[src/rtl/regfile_writeback_pkg.sv]
// Shared types and sizes for the register-file write-back path.
// Latency: n/a (declarations only).
// Backpressure: n/a.
package regfile_writeback_pkg;

    localparam int DATA_W = 32;             // write data width
    localparam int ADDR_W = 5;              // register index width
    localparam int NREGS  = 1 << ADDR_W;    // architectural registers (x0 included)
    localparam int DEPTH  = 4;              // long-latency result buffer entries

    localparam logic [ADDR_W-1:0] REG_ZERO = '0;

    // One buffered long-latency result: destination plus value.
    typedef struct packed {
        logic [ADDR_W-1:0] rd;
        logic [DATA_W-1:0] data;
    } wb_entry_t;

endpackage

[src/rtl/regfile_writeback_fifo.sv]
// Circular buffer of long-latency write-back entries (DEPTH x wb_entry_t).
// Latency: a push at edge N is visible at head_o after edge N; no fall-through bypass.
// Backpressure: full_o while DEPTH entries held; caller must not push when full or pop when empty.
//
// Ports: clk/reset (sync, active-high), push_i/push_dat_i write side,
//        pop_i/head_o read side, full_o/empty_o occupancy flags.
module wb_fifo
    import regfile_writeback_pkg::*;
#(
    parameter int DEPTH_P = DEPTH
) (
    input  logic      clk,
    input  logic      reset,
    input  logic      push_i,
    input  wb_entry_t push_dat_i,
    input  logic      pop_i,
    output wb_entry_t head_o,
    output logic      full_o,
    output logic      empty_o
);

    localparam int PTR_W = (DEPTH_P > 1) ? $clog2(DEPTH_P) : 1;
    localparam int CNT_W = $clog2(DEPTH_P + 1);

    wb_entry_t          mem_q [DEPTH_P];
    logic [PTR_W-1:0]   wr_ptr_q, wr_ptr_d;
    logic [PTR_W-1:0]   rd_ptr_q, rd_ptr_d;
    logic [CNT_W-1:0]   count_q,  count_d;

    assign full_o  = (count_q == CNT_W'(DEPTH_P));
    assign empty_o = (count_q == '0);
    assign head_o  = mem_q[rd_ptr_q];

    // DEPTH_P is a power of two, so pointers wrap by natural overflow.
    always_comb begin
        wr_ptr_d = wr_ptr_q;
        rd_ptr_d = rd_ptr_q;
        count_d  = count_q;
        if (push_i) begin
            wr_ptr_d = wr_ptr_q + PTR_W'(1);
        end
        if (pop_i) begin
            rd_ptr_d = rd_ptr_q + PTR_W'(1);
        end
        case ({push_i, pop_i})
            2'b10:   count_d = count_q + CNT_W'(1);
            2'b01:   count_d = count_q - CNT_W'(1);
            default: count_d = count_q;     // idle, or push+pop keeps occupancy
        endcase
    end

    always_ff @(posedge clk) begin
        if (reset) begin
            wr_ptr_q <= '0;
            rd_ptr_q <= '0;
            count_q  <= '0;
        end else begin
            wr_ptr_q <= wr_ptr_d;
            rd_ptr_q <= rd_ptr_d;
            count_q  <= count_d;
        end
    end

    // Storage needs no reset: entries are only read behind the count.
    always_ff @(posedge clk) begin
        if (push_i) begin
            mem_q[wr_ptr_q] <= push_dat_i;
        end
    end

endmodule

[src/rtl/regfile_writeback.sv]
// Merges ALU and long-latency results onto the single regfile write port; tracks pending destinations.
// Latency: ALU result -> write 1 cycle later; long result -> earliest write 2 cycles after acceptance.
// Backpressure: ALU never stalled; lng_ready = !full (no same-cycle pop credit); stall holds decode.
//
// Ports: clk, reset (sync, active-high)
//        alu_valid/alu_rd/alu_data       ALU result, always accepted
//        lng_valid/lng_ready/lng_rd/lng_data  long-latency result handshake
//        mark_valid/mark_rd              long-latency op issued, destination becomes pending
//        rs1/rs2 -> stall                decode operand hazard check
//        signal/r_write_res/v_write_res  registered regfile write port
module regfile_writeback
    import regfile_writeback_pkg::*;
#(
    parameter int DEPTH_P = DEPTH
) (
    input  logic              clk,
    input  logic              reset,
    input  logic              alu_valid,
    input  logic [ADDR_W-1:0] alu_rd,
    input  logic [DATA_W-1:0] alu_data,
    input  logic              lng_valid,
    output logic              lng_ready,
    input  logic [ADDR_W-1:0] lng_rd,
    input  logic [DATA_W-1:0] lng_data,
    input  logic              mark_valid,
    input  logic [ADDR_W-1:0] mark_rd,
    input  logic [ADDR_W-1:0] rs1,
    input  logic [ADDR_W-1:0] rs2,
    output logic              stall,
    output logic              signal,
    output logic [ADDR_W-1:0] r_write_res,
    output logic [DATA_W-1:0] v_write_res
);

    wb_entry_t          push_dat;
    wb_entry_t          head;
    logic               fifo_full;
    logic               fifo_empty;
    logic               push;
    logic               pop;
    logic               alu_wr;

    logic               signal_q, signal_d;
    logic [ADDR_W-1:0]  r_write_q, r_write_d;
    logic [DATA_W-1:0]  v_write_q, v_write_d;
    logic [NREGS-1:0]   pending_q, pending_d;   // bit 0 is never set

    assign lng_ready = !fifo_full;
    // Results to x0 complete the handshake but are dropped.
    assign push      = lng_valid && lng_ready && (lng_rd != REG_ZERO);
    assign push_dat  = '{rd: lng_rd, data: lng_data};
    assign alu_wr    = alu_valid && (alu_rd != REG_ZERO);
    // Pop sees only entries already stored, so a push this cycle cannot write until next.
    assign pop       = !alu_wr && !fifo_empty;

    wb_fifo #(.DEPTH_P(DEPTH_P)) u_fifo (
        .clk        (clk),
        .reset      (reset),
        .push_i     (push),
        .push_dat_i (push_dat),
        .pop_i      (pop),
        .head_o     (head),
        .full_o     (fifo_full),
        .empty_o    (fifo_empty)
    );

    always_comb begin
        signal_d  = 1'b0;
        r_write_d = r_write_q;
        v_write_d = v_write_q;
        if (alu_wr) begin
            signal_d  = 1'b1;
            r_write_d = alu_rd;
            v_write_d = alu_data;
        end else if (pop) begin
            signal_d  = 1'b1;
            r_write_d = head.rd;
            v_write_d = head.data;
        end
    end

    // Clear first, then set, so a new issue to the same register keeps it pending.
    always_comb begin
        pending_d = pending_q;
        if (pop) begin
            pending_d[head.rd] = 1'b0;
        end
        if (mark_valid && (mark_rd != REG_ZERO)) begin
            pending_d[mark_rd] = 1'b1;
        end
        pending_d[0] = 1'b0;
    end

    always_ff @(posedge clk) begin
        if (reset) begin
            signal_q  <= 1'b0;
            r_write_q <= '0;
            v_write_q <= '0;
            pending_q <= '0;
        end else begin
            signal_q  <= signal_d;
            r_write_q <= r_write_d;
            v_write_q <= v_write_d;
            pending_q <= pending_d;
        end
    end

    // pending_q[0] is held at zero, so x0 operands never stall.
    assign stall       = pending_q[rs1] || pending_q[rs2];
    assign signal      = signal_q;
    assign r_write_res = r_write_q;
    assign v_write_res = v_write_q;

endmodule
[config.mk]
export PLATFORM = sky130hd
export DESIGN_NAME = regfile_writeback
export DESIGN_NICKNAME = d
export VERILOG_FILES = /design/src/rtl/regfile_writeback_pkg.sv /design/src/rtl/regfile_writeback_fifo.sv /design/src/rtl/regfile_writeback.sv
export SDC_FILE = /design/constraint.sdc
export NUM_CORES = 1
export LEC_CHECK = 0
export CORE_ASPECT_RATIO = 0.5
export CORE_UTILIZATION = 59
export CTS_CLUSTER_SIZE = 14
export DETAILED_ROUTE_END_ITERATION = 16
export PLACE_DENSITY = 0.93
export SLEW_MARGIN = 40
export SYNTH_ARGS = -nofsm -noshare
export SYNTH_HDL_FRONTEND = slang
export SYNTH_SLANG_ARGS = --single-unit
[constraint.sdc]
create_clock -name clk -period 4 [get_ports clk]
set_input_delay 0.4 -clock clk [delete_from_list [all_inputs] [get_ports clk]]
set_output_delay 0.4 -clock clk [all_outputs]
set_load 0.05 [all_outputs]
# Word-level counts from Yosys, hierarchy flattened
# Memories as Yosys holds them, arrays and structs flattened. A register that Yosys moved wholly into a read port is not among the register bits.
# Cells that the tools add are included.
[word_totals]
wordCells = 63
n_memories = 1
ff_bits = 77
out_inout_bits = 40
ramBits = 148
[op_classes]
n_bitwise = 3
addsub = 4
order_cmp = 6
reduce_logical = 17
n_mux = 21
n_eq_ne = 3
[memory_table]
columns = ["memory", "words", "word_bits", "read_ports", "rd_clocked_by_memory_dff", "write_ports", "line_no", "source"]
rows = [
  ["u_fifo.mem_q", 4, 37, 1, 1, 1, "regfile_writeback_fifo.sv:25", "wb_entry_t mem_q [DEPTH_P];"],
]
[ops]
columns = ["cell", "count"]
rows = [
  ["2-to-1 mux 32 bit", 4],
  ["AND 32 bit", 1],
  ["NOT 32 bit", 1],
  ["bitwise OR 32 bit", 1],
  ["< comparator 5 x 6 -> 1 bit, second input constant", 4],
  ["nonzero test 5 bit", 3],
  ["binary-select mux 1 bit (select 5 bit)", 2],
  ["demux 1 bit (select 5 bit)", 2],
  ["greater-or-equal comparator 5 x 1 -> 1 bit, second input constant", 2],
  ["2-to-1 mux 5 bit", 2],
  ["2-to-1 mux 1 bit", 8],
  ["logical AND 1 bit", 7],
  ["case mux 3 bit (2 select lines)", 1],
  ["adder 2 x 1 -> 2 bit, second input constant", 2],
  ["2-to-1 mux 2 bit", 2],
  ["nonzero test 2 bit", 2],
  ["adder 3 x 1 -> 3 bit, second input constant", 1],
  ["equality test 3 bit, second input constant", 1],
  ["zero test 1 bit", 3],
  ["zero test 3 bit", 1],
  ["subtractor 3 x 1 -> 3 bit, second input constant", 1],
  ["equality test 2 x 1 -> 1 bit, second input constant", 1],
  ["equality test 2 bit, second input constant", 1],
  ["logical OR 1 bit", 1],
]

# Longest topological paths before layout
# Gate-level depths: netlist of the first run.
[depth]
depth_word = 9
mapped_depth = 10
ltp_nobuf = 10

# Hierarchy
# From an unflattened synthesis of the first run, not the netlist that was laid out.
[unflattened]
hier_cells = 597
area_unflattened_um2 = 9298.9
[by_module_without_submodules]
columns = ["mod", "cells_each", "seq_area_each_um2", "area_per_inst_um2", "instances"]
rows = [
  ["wb_fifo", 240, 4624.4, 5829.3, 1],
  ["regfile_writeback", 357, 1381.3, 3469.6, 1],
]

# Worst setup path after synthesis of the first run
# No wires, ideal clock.
[synth_path]
path_type = "flip-flop to flip-flop"
startpoint = "reg u_fifo.count_q[0]"
endpoint = "mem u_fifo.mem_q[0][0] (netlist name), enable pin"
t_arrival_ns = 2.117
required_time_ns = 3.602
setup_ns = 0.398
path_stages_with_launch = 5
slack_ns = 1.485
synth_period_minus_slack_ns = 2.515
n_path_buf = 0
cell_sequence = "dfxtp_1 -> inv_1 -> nand3_1 -> o211a_1 -> and2_1"
[synth_between]
elab_chain_len = 6
[synth_lines]
columns = ["element", "line_no", "source"]
rows = [
  ["start, declared", "regfile_writeback_fifo.sv:28", "logic [CNT_W-1:0] count_q, count_d;"],
  ["start signal, assigned", "regfile_writeback_fifo.sv:60", "count_q <= count_d;"],
  ["equality test 3 bit", "regfile_writeback_fifo.sv:30", "assign full_o = (count_q == CNT_W'(DEPTH_P));"],
  ["zero test 1 bit", "regfile_writeback.sv:48", "assign lng_ready = !fifo_full;"],
  ["via lng_ready", "regfile_writeback.sv:22", "output logic lng_ready,"],
  ["logical AND 1 bit (2 in a row)", "regfile_writeback.sv:50", "assign push = lng_valid && lng_ready && (lng_rd != REG_ZERO);"],
  ["2-to-1 mux 1 bit", "regfile_writeback_fifo.sv:66", "if (push_i) begin"],
  ["2-to-1 mux 1 bit (implied by the code)", "regfile_writeback_fifo.sv:67", "mem_q[wr_ptr_q] <= push_dat_i;"],
  ["end, declared", "regfile_writeback_fifo.sv:25", ""],
]
# The timed path passes the listed nets, and every way through them passes these cells.

# Final worst setup path of the first run
[layout_path]
startpoint = "in rs1[0]"
endpoint = "out stall"
[layout_between]
elab_chain_len = 3
[layout_lines]
columns = ["element", "line_no", "source"]
rows = [
  ["start, declared", "regfile_writeback.sv:27", "input logic [ADDR_W-1:0] rs1,"],
  ["binary-select mux 1 bit (select 5 bit)", "regfile_writeback.sv:109", "assign stall = pending_q[rs1] || pending_q[rs2];"],
  ["2-to-1 mux 1 bit (implied by the code)", "regfile_writeback.sv:109", ""],
  ["logical OR 1 bit", "regfile_writeback.sv:109", ""],
  ["end, declared", "regfile_writeback.sv:29", "output logic stall,"],
]
# Every way passes these cells. The select of a mux whose other input is x is not followed.

==> results of run 1 <==
==> cell usage in the layout, fill, tap and decap left out, types with 11 or more instances in the layout <==
cell type / count
sky130_fd_sc_hd__nor2_1: 49
sky130_fd_sc_hd__nor2b_1: 33
sky130_fd_sc_hd__a21oi_1: 13
sky130_fd_sc_hd__a311oi_1: 25
sky130_fd_sc_hd__clkdlybuf4s50_1: 132
sky130_fd_sc_hd__clkbuf_16: 21
sky130_fd_sc_hd__o21ai_1: 21
sky130_fd_sc_hd__dfxtp_1: 76
sky130_fd_sc_hd__mux4_2: 50
sky130_fd_sc_hd__edfxtp_1: 148
sky130_fd_sc_hd__o21ai_0: 11
sky130_fd_sc_hd__nand2_1: 147
==> registers in the layout, indices dropped and copies added (netlist names), named ones only <==
signal / cells
u_fifo.rd_ptr_q: 2
v_write_res: 32
r_write_res: 5
u_fifo.count_q: 3
u_fifo.wr_ptr_q: 2
signal: 1
pending_q: 31
u_fifo.mem_q: 148
==> cell usage after synthesis, types with 8 or more instances <==
cell                       count
sky130_fd_sc_hd__edfxtp_1    148
sky130_fd_sc_hd__nand2_1     147
sky130_fd_sc_hd__dfxtp_1      78
sky130_fd_sc_hd__mux4_2       50
sky130_fd_sc_hd__nor2_1       49
sky130_fd_sc_hd__nor2b_1      33
sky130_fd_sc_hd__a311oi_1     25
sky130_fd_sc_hd__clkbuf_1     21
sky130_fd_sc_hd__o21ai_1      21
sky130_fd_sc_hd__buf_2        14
sky130_fd_sc_hd__a21oi_1      13
sky130_fd_sc_hd__o21ai_0      11
sky130_fd_sc_hd__a311oi_2     10
sky130_fd_sc_hd__inv_1         8
==> final cells by class <==
type                    instances  area share
well taps                     204      0.0220
clock buffers                  32      0.0498
clock inverters                 3    0.000973
flip-flops and latches        226       0.519
multi-input cells             424       0.285
inverters                      10     0.00324
repair buffers                141       0.120
==> kinds of logic after synthesis <==
family,share of synthesized area
compound gates,0.0709
xor+xnor,0.00461
fa+ha+maj,0.00870
buf+inv,0.0248
flops,0.632
mux,0.127
simple gates,0.131
==> worst max path at each step <==
| stage | from | endpoint | slack (ns) | cells past startpoint |
|---|---|---|---|---|
| final | rs1[0] | stall | 0.62 | 6 |
| after global placement | rs1[0] | stall | 0.65 | 6 |
| after global routing | rs1[0] | stall | 0.49 | 6 |
| after CTS | rs2[0] | stall | 0.61 | 6 |
| after detailed placement | rs1[0] | stall | 0.59 | 6 |
| after floorplan | u_fifo.count_q[0] | u_fifo.mem_q[0][0] | 1.48 | 4 |
==> metrics by stage <==
stage	cell area (sq um)	total power, uW	hold slack [ns]
after global placement	11000	4860	0.466
after CTS	11600	6790	0.258
after global routing	11600	7020	0.291
after detailed placement	11000	4970	0.475
final	11600	6790	0.281
after floorplan	9500	4320	0.469
==> power breakdown <==
part | switching (uW) | total, uW | leakage [uW] | internal (uW)
logic | 1300 | 2060 | 0.00172 | 762
clock network | 809 | 1800 | 0.000282 | 987
registers | 163 | 2930 | 0.00200 | 2770
total | 2270 | 6790 | 0.00401 | 4520
==> worst max-delay path, stage by stage <==
cell and delay [ns]:
sky130_fd_sc_hd__clkdlybuf4s50_1 0.76, sky130_fd_sc_hd__mux4_2 0.57, sky130_fd_sc_hd__mux2_2 0.27, sky130_fd_sc_hd__a21oi_1 0.15, sky130_fd_sc_hd__o211ai_1 0.11, sky130_fd_sc_hd__clkdlybuf4s50_1 0.71
==> layer usage <==
layer	track usage	vias to the layer above
li1	-	2845
met1	0.393	3290
met2	0.509	440
met3	0.0524	97
met4	0.121	0
met5	0	-
==> impl_results.md, run 1 <==
- DR pass1 iterations: 5
- Post-synth design cell area: 0.00950 sq mm
- Setup Crit Path Kind: in2out
- Port Buffer Count: 133
- Endpoint of the lowest-slack register-to-register path: u_fifo.count_q[2]
- Worst-case register-to-register setup slack: 1.47 ns
- Register Area: 0.00601 sq mm
- Cells after synthesis: 703
- Global routing usage summed across all routing layers: 0.301
- Class of the tightest hold or removal check: in2reg
- Final critical path time including I/O delays and setup: 3.38 ns
- Wire length on met3: 1860 microns
- Layout Utilization: 0.743
- Origin of the worst min-delay path: reset
- Top routing layer in use: met4
- RSZ-0062 raised after global routing: false
- Final worst path period share: 0.844
- Largest driver fanout on the critical path: 8
- Instance count after placement with tap cells included: 1005
- Clock sink count: 226
- Worst slew margin relative to its limit: 0.518
- HPWL after DPL: 14700 microns
- Placer Congestion: 0.910
- Achievable clock frequency: 0.296 GHz
- Core area: 0.0156 sq mm
- Transition at the pin with the smallest max-transition slack: 0.723 ns
- Clock tree from TritonCTS: yes
- Pin count of the biggest net entering global routing: 81
- Clock latency reported for the late side of the worst-skew pair: 0.49 ns
- Non-filler instance count after layout: 1040
- Share of the yosys chip area belonging to registers: 0.632
- Data required time of the worst path: 3.60 ns
- Post-CTS setup buffers: 0
- Fraction of registers with async set or reset after synthesis: 0
- Final Hold Viols: 0
- Average wire length per cell after detail routing: 23.8 microns
- Synthesis-stage register bit count: 226
- Area used by multi-input combinational logic: 0.00330 sq mm
- Post-DRT Antenna Nets: 0
- Endpoint of the worst hold path: pending_q[5]
- Num rows: 32
- Number of buffers on the longest clock path: 3
- Detailed-routing wirelength on met1: 9540 microns
- Place WS: 0.592 ns
- Vias in the first global route: 6821
- Critical Path Sink Type: primary output
- Top cell type by total area after synthesis: sky130_fd_sc_hd__edfxtp_1
- Clock tree root driver cell: sky130_fd_sc_hd__clkbuf_16
- Post-route setup TNS: 0 ns
- Area share of the leading cell type in the synthesized netlist: 0.468
- Post-synth EDFFs: 148
- Met2 wire length: 12300 microns
- Vias/cell: 6.42
- Initial antenna violation count: 0
- Ys Warns: 0
- Total number of vias: 6672
- Area growth syn-to-layout: 21.9%
- Final setup vio count: 0
- Die outline area: 0.0166 sq mm
- Syn Area/Cell: 13.5 sq um
- DIE WIDTH: 181 microns
- Count of filler cells inserted in the layout: 878
- Net count after synthesis: 803
- CTS Buf Count: 20
- Number of hold-repair buffers added at the cts stage: 0
- Worst reg2reg startpoint: u_fifo.count_q[0]
- Die extent in y: 91.7 microns
- Worst Setup Slack, final: 0.625 ns
- Cts repair resizes: 0
- Number of cells on the worst reg-to-reg path: 10
- Overall routed net length: 24700 microns
- Static leakage: 0.00401 uW
- Synth Flop Type: sky130_fd_sc_hd__edfxtp_1
- H-tree level count: 1
- Initial core utilization: 0.610
- First-pass GRT wire length: 38200 microns
- Data arrival, critical path: 2.98 ns
- Number of max-cap violations: 0
- Pwr per Cell Area: 587 mW/mm^2
- N_diodes: 0
- Fraction of layout cells with a size suffix above 1: 0.133
- Max IR drop VDD: 0.311 mV
- DRC violation count after routing: 0
- Number of cells on the worst hold path: 4
- Slew Viols, Final: 0
- Launching element type of the critical path: primary input
- Result of the run: completed
- Congestion Overflow GR: 0
- Top-level port count: 134
- Max Clock Skew: 0.00907 ns
- Clock transition at the register clock pins on the worst setup and hold paths after CTS: 0.07 ns
- Drt first-iter violations: 781
- Number of distinct library cells after synthesis: 46
- Number of nets in the layout: 923
- Dominant cells by area after synthesis: sky130_fd_sc_hd__edfxtp_1 47%, sky130_fd_sc_hd__dfxtp_1 16%, sky130_fd_sc_hd__mux4_2 12%, sky130_fd_sc_hd__nand2_1 5.8%, sky130_fd_sc_hd__a311oi_1 2.3%
No activity file was read; power rests on OpenSTA's default activity.
==> run 2, diff against run 1 <==
--- a/config.mk
+++ b/config.mk
@@ -6,10 +6,10 @@
 export NUM_CORES = 1
 export LEC_CHECK = 0
 export CORE_ASPECT_RATIO = 0.5
-export CORE_UTILIZATION = 59
+export CORE_UTILIZATION = 49
 export CTS_CLUSTER_SIZE = 14
 export DETAILED_ROUTE_END_ITERATION = 16
-export PLACE_DENSITY = 0.93
+export PLACE_DENSITY = 0.84
 export SLEW_MARGIN = 40
 export SYNTH_ARGS = -nofsm -noshare
 export SYNTH_HDL_FRONTEND = slang
==> constraint.sdc (replaced) <==
create_clock -name clk -period 2.8 [get_ports clk]
set_input_delay 0.28 -clock clk [delete_from_list [all_inputs] [get_ports clk]]
set_output_delay 0.28 -clock clk [all_outputs]
set_load 0.05 [all_outputs]
==> run 2 against run 1 <==
  * Worst hold slack lost 0.084 ns
  * Combinational power grew 40%
  * Utilization shrank 11 points
  * Critical path type unchanged
  * Design area grew 2.5%
  * Register-to-register slack lost 0.78 ns
  * Sequential power grew 42%
  * Wire length shrank 9.4%
==> impl_results.md, run 2 (synthesized netlist as in run 1, its figures left out) <==
- Die extent in y: 100 microns (+9.5%)
- First-pass GRT wire length: 34600 microns (-9.3%)
- Core area: 0.0187 sq mm (+20%)
- Top-level port count: 134 (unchanged)
- RSZ-0062 raised after global routing: false
- Layer with the highest usage after global routing: met2
- Class of the tightest hold or removal check: in2reg
- Placer Congestion: 0.820 (-9.9%)
- Data required time of the worst path: 2.52 ns (-1.08 ns)
- Launching element type of the critical path: primary input
- Endpoint of the lowest-slack register-to-register path: u_fifo.count_q[2]
- Average wire length per cell after detail routing: 20.1 microns (-15%)
- Final Hold Viols: 0 (unchanged)
- Most frequent cells in the layout: 148 x sky130_fd_sc_hd__edfxtp_1, 147 x sky130_fd_sc_hd__nand2_1, 131 x sky130_fd_sc_hd__clkdlybuf4s50_1
- Congestion Overflow GR: 0 (unchanged)
- DR pass1 iterations: 5 (unchanged)
- Largest reg by FF count: u_fifo.mem_q
- Clock tree from TritonCTS: yes
- Overall routed net length: 22400 microns (-9.4%)
- Number of nets in the layout: 942 (+2.1%)
- Post-CTS setup buffers: 0 (unchanged)
- Origin of the worst min-delay path: reset
- Layout Utilization: 0.635 (-0.108)
- Pwr per Cell Area: 833 mW/mm^2 (+42%)
- Count of filler cells inserted in the layout: 1299 (+48%)
- Instance count after placement with tap cells included: 1078 (+7.3%)
- Clock latency reported for the late side of the worst-skew pair: 0.50 ns (about the same)
- Clock sink count: 226 (unchanged)
- Final worst path period share: 0.913
- Register Area: 0.00601 sq mm (unchanged)
- Initial antenna violation count: 0 (unchanged)
- Area growth syn-to-layout: 25.0%
- Number of hold-repair buffers added at the cts stage: 0 (unchanged)
- Number of cells on the worst hold path: 4 (unchanged)
- N_diodes: 0 (unchanged)
- Switching power: 3170 uW (+40%)
- Endpoint of the worst hold path: pending_q[20]
- Clock transition at the register clock pins on the worst setup and hold paths after CTS: 0.06 ns (about the same)
- Transition at the pin with the smallest max-transition slack: 0.686 ns (-0.0376 ns)
- Die outline area: 0.0200 sq mm (+20%)
- Max IR drop VDD: 0.409 mV (+31%)
- Fraction of layout cells with a size suffix above 1: 0.161 (+0.0284)
- Worst slew margin relative to its limit: 0.543 (+0.0250)
- Area used by multi-input combinational logic: 0.00329 sq mm (-0.27%)
- Max Clock Skew: 0.0102 ns (+0.00114 ns)
- M1 GR Usage: 0.291 (-0.102)
- Total number of vias: 6411 (-3.9%)
- CTS Buf Count: 21 (+5.0%)
- Final hold slack: 0.197 ns (-0.0842 ns)
- Post-route setup TNS: 0 ns (unchanged)
- Drt first-iter violations: 543 (-30%)
- Port Buffer Count: 133 (unchanged)
- Critical Path Sink Type: primary output
- Post-DRT Antenna Nets: 0 (unchanged)
- Non-filler instance count after layout: 1115 (+7.2%)
- H-tree level count: 1 (unchanged)
- Worst-case register-to-register setup slack: 0.69 ns (-0.78 ns)
- Cell-internal power: 6720 uW (+49%)
- Met2 Usage GRT: 0.391 (-0.118)
- Num rows: 35 (+9.4%)
- Initial core utilization: 0.508 (-0.102)
- DRC violation count after routing: 0 (unchanged)
- Vias/cell: 5.75 (-10%)
- Pin count of the biggest net entering global routing: 78 (-3.7%)
- Setup Crit Path Kind: in2out
- DIE WIDTH: 199 microns (+9.6%)
- Number of cells on the worst reg-to-reg path: 10 (unchanged)
- Worst reg2reg startpoint: u_fifo.count_q[0]
- Number of max-cap violations: 0 (unchanged)
- Final setup vio count: 0 (unchanged)
- Static leakage: 0.00415 uW (+3.7%)
- Place WS: -0.194 ns (-0.786 ns)
- Data arrival, critical path: 2.28 ns (-0.70 ns)
- Clock tree root driver cell: sky130_fd_sc_hd__clkbuf_16
- Net switching share of the total power: 0.321 (-0.0139)
- Leading cell type in the layout, fill and taps excluded: sky130_fd_sc_hd__edfxtp_1
- HPWL after DPL: 14000 microns (-4.6%)
- Achievable clock frequency: 0.391 GHz
- Sequential share of power: 0.421 (-0.011)
- Slew Viols, Final: 0 (unchanged)
- Global routing usage summed across all routing layers: 0.227 (-0.0742)
- Result of the run: completed
- Worst Setup Slack, final: 0.245 ns (-0.380 ns)
- Largest driver fanout on the critical path: 6 (-2)
- Met3 track demand over resource: 0.0410 (-0.0114)
- Clock network fraction of design power: 0.287 (+0.023)
- Number of buffers on the longest clock path: 3 (unchanged)
- Final critical path time including I/O delays and setup: 2.56 ns
- Flip-flop count of the largest register, all copies and words added: 148 (unchanged)
- Cts repair resizes: 0 (unchanged)
- Combinational cell fraction of total power: 0.291 (-0.013)
- Vias in the first global route: 6535 (-4.2%)
## run 2: changes by cell type in the layout (fill, tap and decap cells not counted), moves of 3 or more
| cell | change |
|---|---|
| sky130_fd_sc_hd__and2_2 | +4 |
| sky130_fd_sc_hd__and2_4 | -4 |
| sky130_fd_sc_hd__buf_4 | +18 |
| sky130_fd_sc_hd__clkbuf_1 | -4 |
| sky130_fd_sc_hd__clkinv_1 | -3 |
## run 2: power by group through the flow
| stage | combinational (uW) | clock [uW] | sequential, uW |
|---|---|---|---|
| global placement | 2810 | 0 | 4210 |
| CTS | 2890 | 2870 | 4170 |
| finish | 2880 | 2840 | 4170 |
| floorplan | 1600 | 0 | 4560 |
| global route | 3070 | 2990 | 4210 |
| detailed placement | 2850 | 0 | 4240 |
## run 2: worst max-delay path by stage
stage	to	slack, ns	start	depth (start not counted)
after floorplan	u_fifo.mem_q[0][0]	0.28	u_fifo.count_q[0]	4
after global placement	u_fifo.count_q[2]	-0.09	alu_rd[3]	10
after detailed placement	u_fifo.count_q[2]	-0.19	alu_rd[3]	10
after CTS	stall	0.21	rs1[0]	6
after global routing	u_fifo.count_q[2]	0.12	alu_rd[3]	10
final	stall	0.24	rs1[0]	6
## run 2: area by class of cell
cell class | instances | area share
clock buffers | 30 | 0.0496
well taps | 259 | 0.0273
inverters | 10 | 0.00316
clock inverters | 7 | 0.00748
multi-input cells | 424 | 0.277
repair buffers | 159 | 0.129
flip-flops and latches | 226 | 0.506
## run 2: worst max-delay path, cell delays in order
cell and delay (ns):
sky130_fd_sc_hd__clkdlybuf4s50_1 0.69, sky130_fd_sc_hd__mux4_2 0.56, sky130_fd_sc_hd__mux2_2 0.28, sky130_fd_sc_hd__a21oi_1 0.15, sky130_fd_sc_hd__o211ai_1 0.11, sky130_fd_sc_hd__buf_4 0.20
## run 2: stage by stage
| step | instance area [sq um] | power (uW) |
|---|---|---|
| finish | 11900 | 9890 |
| global route | 11900 | 10300 |
| CTS | 11900 | 9940 |
| detailed placement | 11200 | 7090 |
| global placement | 11200 | 7010 |
| floorplan | 9500 | 6170 |
## run 2: metal layers
layer	vias up	part of all wire
li1	2887	-
met1	3198	0.40
met2	271	0.50
met3	55	0.071
met4	0	0.030
met5	-	0
